### config.mk
export PLATFORM = sky130hd
export DESIGN_NAME = mips_mem_responder_flat
export DESIGN_NICKNAME = d
export VERILOG_FILES = /design/src/rtl/mips_mem_pkg.sv /design/src/rtl/mips_mem_responder_if.sv /design/src/rtl/mips_mem_array.sv /design/src/rtl/mips_mem_responder.sv /design/src/flat_wrapper.sv
export SDC_FILE = /design/constraint.sdc
export NUM_CORES = 2
export LEC_CHECK = 0
export ABC_AREA = 0
export BUFFER_PORTS_ARGS = -buffer_cell sky130_fd_sc_hd__clkbuf_2
export CAP_MARGIN = 30
export CORE_UTILIZATION = 51
export CTS_CLUSTER_DIAMETER = 150
export DETAILED_ROUTE_END_ITERATION = 10
export PLACE_DENSITY = 0.75
export RECOVER_POWER = 25
export SLEW_MARGIN = 0
export SYNTH_ARGS = -nofsm -noshare
export SYNTH_HDL_FRONTEND = slang
export SYNTH_HIERARCHICAL = 1
export SYNTH_SLANG_ARGS = --single-unit
export TNS_END_PERCENT = 50
### constraint.sdc
create_clock -name clk -period 12.2 [get_ports clk]
set_clock_uncertainty 0.1 [all_clocks]
set_input_delay 1.83 -clock clk [delete_from_list [all_inputs] [get_ports clk]]
set_output_delay 1.83 -clock clk [all_outputs]
set_load 0.01 [all_outputs]
### src/rtl/mips_mem_pkg.sv
// Shared types for the multi-cycle MIPS memory responder.
package mips_mem_pkg;
  localparam int WORD_W = 32;

  typedef enum logic [1:0] {IDLE, WAIT, ACCESS, RESP} memstate_t;
endpackage

### src/rtl/mips_mem_responder_if.sv
// Request/response bus between the MIPS datapath (master) and the memory responder (slave).
interface mips_mem_responder_if;
  import mips_mem_pkg::*;

  logic              req;
  logic              we;
  logic [WORD_W-1:0] addr;
  logic [WORD_W-1:0] wdata;
  logic              ready;
  logic              rvalid;
  logic [WORD_W-1:0] rdata;
  logic              err;

  modport master (output req, we, addr, wdata, input ready, rvalid, rdata, err);
  modport slave  (input req, we, addr, wdata, output ready, rvalid, rdata, err);
endinterface

### src/rtl/mips_mem_array.sv
// Synchronous single-port word RAM; read data register only updates on enabled reads.
module mips_mem_array
  import mips_mem_pkg::*;
#(
  parameter int DEPTH_WORDS = 64,
  localparam int AW = $clog2(DEPTH_WORDS)
) (
  input  logic              clk,
  input  logic              en,
  input  logic              we,
  input  logic [AW-1:0]     idx,
  input  logic [WORD_W-1:0] wdata,
  output logic [WORD_W-1:0] rdata
);
  logic [WORD_W-1:0] mem_q [DEPTH_WORDS];
  logic [WORD_W-1:0] rdata_q;

  always_ff @(posedge clk) begin
    if (en) begin
      if (we) mem_q[idx] <= wdata;
      else    rdata_q    <= mem_q[idx];
    end
  end

  assign rdata = rdata_q;
endmodule

### src/rtl/mips_mem_responder.sv
// Fixed-latency memory responder for the multi-cycle MIPS core (IDLE/WAIT/ACCESS/RESP).
// Optional alignment checking is enabled by defining MIPS_MEM_ALIGN_CHECK_EN.
module mips_mem_responder
  import mips_mem_pkg::*;
#(
  parameter int DEPTH_WORDS = 64,
  parameter int LATENCY     = 2
) (
  input logic                 clk,
  input logic                 reset,
  mips_mem_responder_if.slave bus
);
  localparam int AW    = $clog2(DEPTH_WORDS);
  localparam int CNT_W = (LATENCY > 1) ? $clog2(LATENCY) : 1;

  memstate_t         state_q, state_d;
  logic [CNT_W-1:0]  cnt_q, cnt_d;
  logic              ready_q, ready_d;
  logic              rvalid_q, rvalid_d;
  logic              err_q, err_d;
  logic              rd_sel_q, rd_sel_d;
  logic              we_q, we_d;
  logic              mis_q, mis_d;
  logic [AW-1:0]     idx_q, idx_d;
  logic [WORD_W-1:0] wdata_q, wdata_d;
  logic [WORD_W-1:0] ram_rdata;
  logic              req_mis;
  logic              ram_en;
  logic              unused_addr;

`ifdef MIPS_MEM_ALIGN_CHECK_EN
  assign req_mis = (bus.addr[1:0] != 2'b00);
`else
  assign req_mis = 1'b0;
`endif

  // Upper address bits wrap silently; byte offset only matters for the alignment check.
  assign unused_addr = ^{bus.addr[WORD_W-1:AW+2], bus.addr[1:0]};

  always_comb begin
    state_d  = state_q;
    cnt_d    = cnt_q;
    ready_d  = 1'b0;
    rvalid_d = 1'b0;
    err_d    = 1'b0;
    rd_sel_d = rd_sel_q;
    we_d     = we_q;
    idx_d    = idx_q;
    wdata_d  = wdata_q;
    mis_d    = mis_q;
    case (state_q)
      IDLE: begin
        ready_d = 1'b1;
        if (bus.req) begin
          we_d    = bus.we;
          idx_d   = bus.addr[AW+1:2];
          wdata_d = bus.wdata;
          mis_d   = req_mis;
          cnt_d   = CNT_W'(LATENCY - 1);
          ready_d = 1'b0;
          if (LATENCY == 1) state_d = ACCESS;
          else              state_d = WAIT;
        end
      end
      WAIT: begin
        if (cnt_q == '0) state_d = ACCESS;
        else             cnt_d   = cnt_q - 1'b1;
      end
      ACCESS: begin
        state_d  = RESP;
        rvalid_d = 1'b1;
        err_d    = mis_q;
        // rdata shows the RAM read register after an aligned read, zero after an error.
        if (mis_q)      rd_sel_d = 1'b0;
        else if (!we_q) rd_sel_d = 1'b1;
      end
      RESP: begin
        state_d = IDLE;
        ready_d = 1'b1;
      end
      default: begin
        state_d  = IDLE;
        ready_d  = 1'b1;
        cnt_d    = '0;
        rd_sel_d = 1'b0;
      end
    endcase
  end

  always_ff @(posedge clk or negedge reset) begin
    if (!reset) begin
      state_q  <= IDLE;
      cnt_q    <= '0;
      ready_q  <= 1'b1;
      rvalid_q <= 1'b0;
      err_q    <= 1'b0;
      rd_sel_q <= 1'b0;
    end else begin
      state_q  <= state_d;
      cnt_q    <= cnt_d;
      ready_q  <= ready_d;
      rvalid_q <= rvalid_d;
      err_q    <= err_d;
      rd_sel_q <= rd_sel_d;
    end
  end

  always_ff @(posedge clk) begin
    we_q    <= we_d;
    idx_q   <= idx_d;
    wdata_q <= wdata_d;
    mis_q   <= mis_d;
  end

  // A reset during WAIT/ACCESS leaves state_q in IDLE, so the pending write never fires.
  assign ram_en = (state_q == ACCESS) && !mis_q;

  mips_mem_array #(.DEPTH_WORDS(DEPTH_WORDS)) u_array (
    .clk   (clk),
    .en    (ram_en),
    .we    (we_q),
    .idx   (idx_q),
    .wdata (wdata_q),
    .rdata (ram_rdata)
  );

  assign bus.ready  = ready_q;
  assign bus.rvalid = rvalid_q;
  assign bus.err    = err_q;
  assign bus.rdata  = rd_sel_q ? ram_rdata : '0;
endmodule

### src/flat_wrapper.sv
// flat-port wrapper written by rule: the top's interface ports become plain ports
module mips_mem_responder_flat import mips_mem_pkg::*;
#(
  parameter int DEPTH_WORDS = 64,
  parameter int LATENCY     = 2
)
  (clk, reset, bus_req, bus_we, bus_addr, bus_wdata, bus_ready, bus_rvalid, bus_rdata, bus_err);
  mips_mem_responder_if bus_i ();
  input logic clk;
  input logic reset;
  input wire logic [$bits(bus_i.req)-1:0] bus_req;
  input wire logic [$bits(bus_i.we)-1:0] bus_we;
  input wire logic [$bits(bus_i.addr)-1:0] bus_addr;
  input wire logic [$bits(bus_i.wdata)-1:0] bus_wdata;
  output wire logic [$bits(bus_i.ready)-1:0] bus_ready;
  output wire logic [$bits(bus_i.rvalid)-1:0] bus_rvalid;
  output wire logic [$bits(bus_i.rdata)-1:0] bus_rdata;
  output wire logic [$bits(bus_i.err)-1:0] bus_err;
  assign bus_i.req = bus_req;
  assign bus_i.we = bus_we;
  assign bus_i.addr = bus_addr;
  assign bus_i.wdata = bus_wdata;
  assign bus_ready = bus_i.ready;
  assign bus_rvalid = bus_i.rvalid;
  assign bus_rdata = bus_i.rdata;
  assign bus_err = bus_i.err;
  mips_mem_responder #(.DEPTH_WORDS(DEPTH_WORDS), .LATENCY(LATENCY)) u_core (.clk(clk), .reset(reset), .bus(bus_i));
endmodule
==> run metrics <==
DR vias/cell=6.78; Max stage delay cell, worst path=buf_4; Peak VDD IR=0.138 mV; Final Hold Viols=0; post-synth top area share=0.793; status=finished with violations; nets=4708; max cap viols=24; synthesized area=80200 µm²; CTS Buffer Depth=3; Worst path most repeated cell=buf_4; DRT iter0 DRCs=7633; fin crit share=0.460; CP endpoint kind=flop; routability-driven placement congestion ratio=0.828; area of placed instances=83600 µm²; worst slew pin tran=3.27 ns; slowest stage delay, CP=0.78 ns; core region area=156000 µm²; die width=399 µm; first-pass GRT wire length=301000 µm; Slew Limit Headroom=-1.18; drt wl/cell=30.9 µm; total gr overflow=0; Buf/Inv on CP=6; Post-DRT Antenna Nets=0; total track usage=0.262; largest net degree at the start of global routing=128; total leakage power=0.0280 µW; Reg clk slew, reported paths=0.06 ns; Post-CTS Setup Bufs=0; required time worst endpoint=12.77 ns; cells along the critical path=buf_4 > buf_4 > buf_4 > buf_4 > nor2b_4 > buf_4 > buf_4 > a221oi_1 > o21ai_0 > nand3_1 > o32a_1 > nand4b_1; Final Cell Area=89500 µm²; Yosys cell types=62; # IOs=103; Main synth FF type=edfxtp_1; f_max=178 MHz; DP HPWL=112000 µm; root buf cell=clkbuf_16; unrepaired setup endpoints after global routing=no; endpoints failing setup=0; CP max FO=61; failing checks=capacitance limit, slew limit; area leader, netlist=edfxtp_1; Post-Syn Instances=4538; H-tree level count=4; initial antenna violation count=20; Avg Inst Size Synth=17.7 µm²; row count=145; Largest delay share family, worst path=buffers and inverters; count leader, synth=edfxtp_1; startpoint class of the critical path=flop; Inserted Clock Buffers=192; Final Slew Violations=1561; vias in the first global route=44055; FFs w/ async S/R, synth=0.00282; sequential element share of the synthesized area=0.795; Resized Gates After CTS=0; GR Util met1=0.362; Worst-Skew Late Latency=0.83 ns; synth top area cells=edfxtp_1, a22oi_1, mux2i_1; CTS tree=built; Layout area overhead=11.6%; initial core utilization=0.513; share of layout cells above drive strength 1=0.134; GR met3 Demand/Resource=0.0780; Synth warnings=6; global route hottest layer=met2; PortBufs=75; shortest period the worst path allows=5.61 ns; CP arrival=6.18 ns; syn nets=4611; GRT met2 Usage=0.398; Post-synth EDFFs=2119; flop and latch count out of synthesis=2125; Detailed Routing Iterations Pass 1=6; hold buffers post-CTS=0; CP Class=reg2reg; pwr/cell area=182 nW/µm²; DR DRC count=0; die height=399 µm; Hold WC Path Type=reg2reg; commonest cells in the netlist=edfxtp_1, a22oi_1, mux2i_1; setup TNS=0 ns; final wirelength=211000 µm; die area=159000 µm²; clock sink count=2125; Vias=46434
[path summary, 6_finish.rpt]
check / endpoint / start / slack (ns) / depth (start not counted)
min in group asynchronous: u_core/cnt_q / reset / 0.76 / 1
max: u_core/u_array/rdata[31] / u_core/idx_q[1] / 6.59 / 12
min: u_core/cnt_q / u_core/cnt_q / 0.50 / 2
max in group asynchronous: u_core/bus.ready / reset / 10.96 / 1
min reg2reg: u_core/cnt_q / u_core/cnt_q / 0.50 / 2
max reg2reg: u_core/u_array/rdata[31] / u_core/idx_q[1] / 6.59 / 12
[where the power goes]
part           internal, µW  switching, µW  total [µW]
clock network          3160           2580        5740
logic                   561           1550        2110
registers              8410           42.7        8460
[through the flow]
| stage | worst slack, ns | utilization | hold WS (ns) | instances | total power (µW) |
|---|---|---|---|---|---|
| floorplan | 8.29 | - | 0.435 | 4538 | 9790 |
| global placement | 6.83 | 0.535 | 0.468 | 6494 | 10600 |
| detailed placement | 6.78 | 0.535 | 0.483 | 6497 | 10600 |
| CTS | 6.77 | 0.573 | 0.501 | 6846 | 16200 |
| global route | 6.52 | 0.573 | 0.517 | 6849 | 16700 |
| finish | 6.59 | 0.573 | 0.502 | 6851 | 16300 |
[per-layer routing]
layer,up-vias,wire length [µm]
li1,18997,-
met1,23290,75900
met2,3597,96300
met3,532,31700
met4,18,7220
met5,-,137
[layout make-up]
type | instances | area [µm²]
Antenna cell | 3 | 7.51
Clock buffer | 243 | 5020
Clock inverter | 106 | 871
Fill cell | 11118 | 66700
Inverter | 6 | 23.8
Multi-Input combinational cell | 2074 | 15600
Sequential cell | 2125 | 63800
Tap cell | 2058 | 2570
Timing Repair Buffer | 236 | 1610
[cell families (layout without fill, tap and decap cells)]
group,Yosys count,count (layout),share of synthesized area
AOI/OAI and AO/OA,1287,1287,0.116
adders and majority gates,5,5,0.000780
buffers and inverters,339,591,0.0180
DFF,2125,2125,0.795
muxes,324,324,0.0429
other,1,4,0.0000468
and+or+nand+nor,457,457,0.0267
[cells in the final DEF (no fill, tap or decap), types with 15 or more instances in the layout]
master / instances
nor4_1: 15
mux2_2: 72
nor2_1: 87
o221ai_1: 21
a31oi_1: 44
clkbuf_2: 74
clkinv_2: 32
or3_1: 28
a21oi_1: 71
a221oi_1: 166
a22oi_1: 477
a211oi_1: 17
o211ai_1: 15
nand2_1: 117
a22o_1: 29
clkbuf_1: 75
o21ai_0: 97
nor3_1: 49
clkinv_1: 51
nor2_4: 70
buf_4: 128
a311oi_1: 16
o22ai_1: 239
clkbuf_16: 193
edfxtp_1: 2119
and2_1: 33
mux2i_1: 243
o22a_1: 30
a211o_1: 16
[flip-flops by register name, summed over array words and instances, names as in the netlist]
register	flops
u_core/u_array/mem_q	2048
u_core/u_array/rdata	32
u_core/wdata_q	32
u_core/idx_q	6
u_core/state_q	2
u_core/bus.ready	1
u_core/bus.rvalid	1
u_core/cnt_q	1
u_core/rd_sel_q	1
u_core/we_q	1
[tightest hold or removal path, cell delays in order, from the launching register on]
cell and delay (ns):
dfrtp_1 0.41, nand2_1 0.08, o22ai_1 0.07
Power figures use the tool's default switching activity.
